`src/rtl/cell_char_pkg.sv`:
```
// Shared definitions for the standard-cell characterisation sequencer:
// lane type codes, sequencer states and the per-lane golden function.
package cell_char_pkg;

  localparam logic [1:0] LT_BUF   = 2'd0;
  localparam logic [1:0] LT_INV   = 2'd1;
  localparam logic [1:0] LT_NAND2 = 2'd2;
  localparam logic [1:0] LT_NOR2  = 2'd3;

  typedef enum logic [2:0] {
    ST_IDLE,
    ST_APPLY,
    ST_WAIT,
    ST_SAMPLE,
    ST_FIN
  } state_t;

  function automatic logic golden(input logic [1:0] lt, input logic a, input logic b);
    logic y;
    case (lt)
      LT_BUF:   y = a;
      LT_INV:   y = ~a;
      LT_NAND2: y = ~(a & b);
      default:  y = ~(a | b);
    endcase
    return y;
  endfunction

endpackage

```
`src/rtl/cell_char_golden.sv`:
```
// Combinational golden model: expected output of every lane for one A/B pair.
module cell_char_golden
  import cell_char_pkg::*;
#(
  parameter int unsigned        NCELLS    = 4,
  parameter logic [2*NCELLS-1:0] LANE_TYPE = '0
) (
  input  logic              a,
  input  logic              b,
  output logic [NCELLS-1:0] exp_y
);

  always_comb begin
    exp_y = '0;
    for (int unsigned i = 0; i < NCELLS; i++) begin
      exp_y[i] = golden(LANE_TYPE[2*i +: 2], a, b);
    end
  end

endmodule

```
`src/rtl/cell_char_sequencer.sv`:
```
// Functional self-test sequencer: walks AB through 00..11, waits SETTLE cycles,
// samples every lane and accumulates sticky fail flags and a saturating error count.
module cell_char_sequencer
  import cell_char_pkg::*;
#(
  parameter int unsigned         NCELLS    = 4,
  parameter logic [2*NCELLS-1:0] LANE_TYPE = {2'd3, 2'd2, 2'd1, 2'd0},
  parameter int unsigned         SETTLE    = 3,
  parameter int unsigned         ERRW      = 8
) (
  input  logic              CK,
  input  logic              R,
  input  logic              START,
  output logic [NCELLS-1:0] DUT_A,
  output logic [NCELLS-1:0] DUT_B,
  input  logic [NCELLS-1:0] DUT_Y,
  output logic              BUSY,
  output logic              DONE,
  output logic              PASS,
  output logic [NCELLS-1:0] FAIL_MASK,
  output logic [ERRW-1:0]   ERR_CNT
);

  localparam int unsigned SUMW = ERRW + 4;

  state_t            state, state_nxt;
  logic [1:0]        vec;
  logic [3:0]        settle_cnt;
  logic [NCELLS-1:0] exp_y;
  logic [NCELLS-1:0] mismatch;
  logic [NCELLS-1:0] mask_nxt;
  logic [3:0]        n_mis;
  logic [SUMW-1:0]   err_sum;
  logic [ERRW-1:0]   err_nxt;

  cell_char_golden #(
    .NCELLS    (NCELLS),
    .LANE_TYPE (LANE_TYPE)
  ) u_golden (
    .a     (vec[1]),
    .b     (vec[0]),
    .exp_y (exp_y)
  );

  always_comb begin
    state_nxt = state;
    BUSY      = 1'b0;
    DONE      = 1'b0;
    case (state)
      ST_IDLE:   if (START) state_nxt = ST_APPLY;
      ST_APPLY:  begin
        BUSY      = 1'b1;
        state_nxt = ST_WAIT;
      end
      ST_WAIT:   begin
        BUSY = 1'b1;
        if (settle_cnt == 4'd1) state_nxt = ST_SAMPLE;
      end
      ST_SAMPLE: begin
        BUSY      = 1'b1;
        state_nxt = (vec == 2'd3) ? ST_FIN : ST_APPLY;
      end
      ST_FIN:    begin
        DONE      = 1'b1;
        state_nxt = ST_IDLE;
      end
      default:   state_nxt = ST_IDLE;
    endcase
  end

  // Case inequality so an undriven (X/Z) lane output is scored as a failure.
  always_comb begin
    mismatch = '0;
    n_mis    = '0;
    for (int unsigned i = 0; i < NCELLS; i++) begin
      mismatch[i] = (DUT_Y[i] !== exp_y[i]);
      n_mis       = n_mis + 4'(mismatch[i]);
    end
    mask_nxt = FAIL_MASK | mismatch;
    err_sum  = SUMW'(ERR_CNT) + SUMW'(n_mis);
    if (err_sum[SUMW-1:ERRW] != '0) err_nxt = '1;
    else                            err_nxt = err_sum[ERRW-1:0];
  end

  always_ff @(posedge CK) begin
    if (R) state <= ST_IDLE;
    else   state <= state_nxt;
  end

  always_ff @(posedge CK) begin
    if (R) begin
      vec        <= '0;
      settle_cnt <= '0;
      DUT_A      <= '0;
      DUT_B      <= '0;
      FAIL_MASK  <= '0;
      ERR_CNT    <= '0;
      PASS       <= 1'b0;
    end else begin
      case (state)
        ST_IDLE: if (START) begin
          vec       <= '0;
          FAIL_MASK <= '0;
          ERR_CNT   <= '0;
          PASS      <= 1'b0;
        end
        ST_APPLY: begin
          DUT_A      <= {NCELLS{vec[1]}};
          DUT_B      <= {NCELLS{vec[0]}};
          settle_cnt <= 4'(SETTLE);
        end
        ST_WAIT: settle_cnt <= settle_cnt - 4'd1;
        ST_SAMPLE: begin
          FAIL_MASK <= mask_nxt;
          ERR_CNT   <= err_nxt;
          // PASS is taken from the post-update mask so it is valid while DONE is high.
          if (vec == 2'd3) PASS <= (mask_nxt == '0);
          else             vec  <= vec + 2'd1;
        end
        default: ;
      endcase
    end
  end

endmodule

```
`config.mk`:
```
export PLATFORM = sky130hd
export DESIGN_NAME = cell_char_sequencer
export DESIGN_NICKNAME = d
export VERILOG_FILES = /design/src/rtl/cell_char_pkg.sv /design/src/rtl/cell_char_golden.sv /design/src/rtl/cell_char_sequencer.sv
export SDC_FILE = /design/constraint.sdc
export NUM_CORES = 1
export LEC_CHECK = 0
export ABC_AREA = 1
export CORE_MARGIN = 10
export CORE_UTILIZATION = 45
export DETAILED_ROUTE_END_ITERATION = 8
export GPL_TIMING_DRIVEN = 1
export HOLD_SLACK_MARGIN = 0.12
export PLACE_DENSITY_LB_ADDON = 0.15
export SYNTH_ARGS = -nofsm -noshare
export SYNTH_HDL_FRONTEND = slang
export SYNTH_SLANG_ARGS = --single-unit
```
`constraint.sdc`:
```
create_clock -name CK -period 2.6 [get_ports CK]
set_input_delay 0.65 -clock CK [delete_from_list [all_inputs] [get_ports CK]]
set_output_delay 0.65 -clock CK [all_outputs]
set_load 0.01 [all_outputs]
```
==> summary.txt <==
Timing
  – Achievable Freq: 389 MHz
  – Worst Skew: 8.23 ps
  – Tcrit/Tclk final: 99.0%
  – Fin Hold WS: 479 ps
  – Slew @ Worst Pin: 465 ps
  – # setup viols final: 0
  – Period minus WS final: 2570 ps
  – Slew headroom: 69.0%
  – Final hold violations: 0
  – Setup TNS: 0 ps
  – Slew Viols, Final: 0
  – Unrepaired setup endpoints after global routing: yes

Hold path
  – Hold WC Path Type: flop to flop

Setup path
  – Worst r2r path cells: 13
  – CP endpoint: ERR_CNT[6]$_SDFFE_PP0P_
  – Startpoint Class: flop
  – Critical Path Start: vec[1]$_SDFFE_PP0P_
  – R2r setup slk: 30 ps
  – Crit-path max FO: 5
  – Setup CP Type: flop to flop
  – FF-to-FF End: ERR_CNT[6]$_SDFFE_PP0P_
  – Worst EP arrival: 2790 ps
  – Setup crit end kind: flop
  – FF-to-FF Start: vec[1]$_SDFFE_PP0P_
  – Crit path required time: 2820 ps

Power
  – Comb power frac: a little under 30%
  – Psw: approximately 280 uW
  – Switching Fraction: 31.8%
  – Worst VDD drop: 0.299 mV
  – P_int: approximately 600 uW
  – Pwr/cell area: 481 nW/um^2
  – Seq pwr share: a little under half
  – Clk pwr share: between 20% and 30%
  – Leak Pwr: 0.000759 uW

Floorplan
  – I/O Pins: 30
  – Die width: 75.8 um
  – Core area: 3030 sq um
  – Die area: 5750 sq um
  – Initial Utilization: 46.3%
  – Rows: 20
  – Die span in y: 75.8 um

Finish
  – Non-Filler Instances: 275
  – Post-route design area: 1830 sq um
  – FILL cells: 294
  – Post-layout nets: approximately 250
  – Final core area utilization: 60.4%
  – Share of cells above drive strength 1: 16.9%
  – Layout area overhead: 30.5%
  – # diodes: 0

GRT
  – Gr usage total: roughly an eighth
  – Largest net degree at the start of global routing: 15
  – Initial antenna violation count: 0
  – Wire length of the first global-routing pass: between 6000 and 7000 um
  – Vias in the first global route: 1,389
  – Global route overflow: 0

Placed design
  – DP HPWL: 2600 um
  – Placer Congestion: 0.837
  – Placed insts: roughly 270
  – Placed Area: roughly 1700 sq um
  – # port buffers: 29

Synth
  – Post-Syn Nets: 214
  – FF+latch count, synth: 24
  – Mapped Area: between 1000 and 1500 sq um
  – Synth warn: 0
  – Syn_area_per_cell: 7.04 sq um
  – Number of flops mapped to enable cells by yosys: 0
  – Library cells used by synthesis: 28
  – Seq/Total Area, Yosys: between 30 and 40%
  – Post-synth top flop: dfxtp_1
  – Ys async rst share: 0%
  – Cells after Synth: 199

CTS
  – CTS buffer count: 3
  – Clk Latency, worst-skew pair: just over 300 ps
  – Clock tree root buffer cell: clkbuf_4
  – Max Buffers Root-to-Sink: 2
  – Clk sinks: 24
  – Clock transition at the registers of the reported paths: 140 ps
  – CTS tree: yes
  – H-tree level count: 1

Routing
  – TritonRoute pass-1 iters: 4
  – DR iter-0 viols: 63
  – Total number of vias: 1,345
  – DRT antenna net count: 0
  – Routed len/inst: approximately 12 um
  – Post-route DRC: 0
  – Via density: a little under 5
  – Final WL: 3420 um

Status
  – Status: completed

Run
  – Max Cap Viol: 0
what timing repair did:
item	in CTS	in global routing
hold buffers	0	0
setup endpoints to repair	8	8
gates resized for setup	14	5
buffers inserted	4	0
pin swaps	10	4
kinds of logic after synthesis:
family / count (synthesis) / synth area share, %
AND/OR/NAND/NOR: 93 / 30.8
buffers and inverters: 38 / 12.1
AO/OA/AOI/OAI: 36 / 14.0
flip-flops: 24 / 34.3
adder cells (fa/ha/maj): 8 / 8.75
critical path, stage by stage (launching register included):
cell and delay [ps]:
dfxtp_2 360, buf_6 120, or2_4 230, nand2_4 60
fa_1 440, fa_2 350, inv_2 70, fa_2 200
nand2_2 70, clkinv_4 80, buf_4 100, nand2_2 60
o31ai_2 250, a21oi_1 90
state kept, by name (all words and copies together), names as in the netlist:
register    flops
state           3
vec             2
settle_cnt      4
ERR_CNT         8
FAIL_MASK       4
PASS            1
DUT_A           1
DUT_B           1
layout make-up:
| cell class | instances | area (sq um) | area share (%) |
|---|---|---|---|
| Inverter | 29 | 114 | 6.22 |
| Multi-Input combinational cell | 137 | 791 | 43.2 |
| Tap cell | 44 | 55.1 | 3.01 |
| Clock buffer | 4 | 36.3 | 1.98 |
| Sequential cell | 24 | 483 | 26.4 |
| Timing Repair Buffer | 37 | 350 | 19.2 |
layout by cell type (no fill, tap or decap), types with 2 or more instances in the layout:
cell type / n
a21oi_1: 22
and2_1: 2
buf_4: 7
clkbuf_4: 3
clkdlybuf4s50_1: 27
dfxtp_1: 22
dfxtp_2: 2
fa_2: 2
ha_1: 3
inv_1: 23
inv_2: 5
nand2_1: 50
nand2_2: 5
nand3_1: 14
nand3b_1: 2
nand4_1: 4
nor2_1: 9
o21ai_0: 8
or2_2: 2
worst min-delay path by stage:
stage,start,to,slack [ps],depth (start not counted)
2_1_floorplan,settle_cnt[3]$_SDFFE_PP0P_,settle_cnt[3]$_SDFFE_PP0P_,430,1
4_1_cts,settle_cnt[3]$_SDFFE_PP0P_,settle_cnt[3]$_SDFFE_PP0P_,480,1
5_1_grt,settle_cnt[3]$_SDFFE_PP0P_,settle_cnt[3]$_SDFFE_PP0P_,510,1
6_report,settle_cnt[3]$_SDFFE_PP0P_,settle_cnt[3]$_SDFFE_PP0P_,480,1
3_5_place_dp,settle_cnt[3]$_SDFFE_PP0P_,settle_cnt[3]$_SDFFE_PP0P_,460,1
3_3_place_gp,settle_cnt[3]$_SDFFE_PP0P_,settle_cnt[3]$_SDFFE_PP0P_,450,1
through the flow:
step	worst slack (ps)	total power, uW
floorplan	-70.2	596
global placement	-567	678
detailed placement	-625	688
CTS	1.23	891
global route	-87.6	954
finish	27.1	881
power groups by stage:
stage | combinational, uW | sequential, uW | clock, uW
CTS | 264 | 418 | 208
finish | 261 | 418 | 201
global route | 302 | 423 | 229
detailed placement | 262 | 426 | 0
global placement | 254 | 424 | 0
floorplan | 168 | 427 | 0
synth_stat cells, types with 2 or more instances:
master    number  area, sq um
and2_1         2         12.5
nor2_1         9         33.8
dfxtp_1       24          480
o21ai_0        8         40.0
inv_2          2         7.51
buf_4          7         52.6
inv_1         26         97.6
ha_1           5         62.6
nand2_1       53          199
a21oi_1       22          110
nand4_1        4         25.0
fa_1           3         60.1
nand2_2        3         18.8
or2_2          3         18.8
nand3b_1       2         15.0
nand3_1       14         70.1
metal layers:
layer	share of wire, %	GRT usage, %	up-vias
li1	-	-	703
met4	0.58	3.09	0
met3	5.8	3.65	2
met5	0	0	-
met2	49	23.0	26
met1	45	15.7	614
No activity file was read; power rests on OpenSTA's default activity.
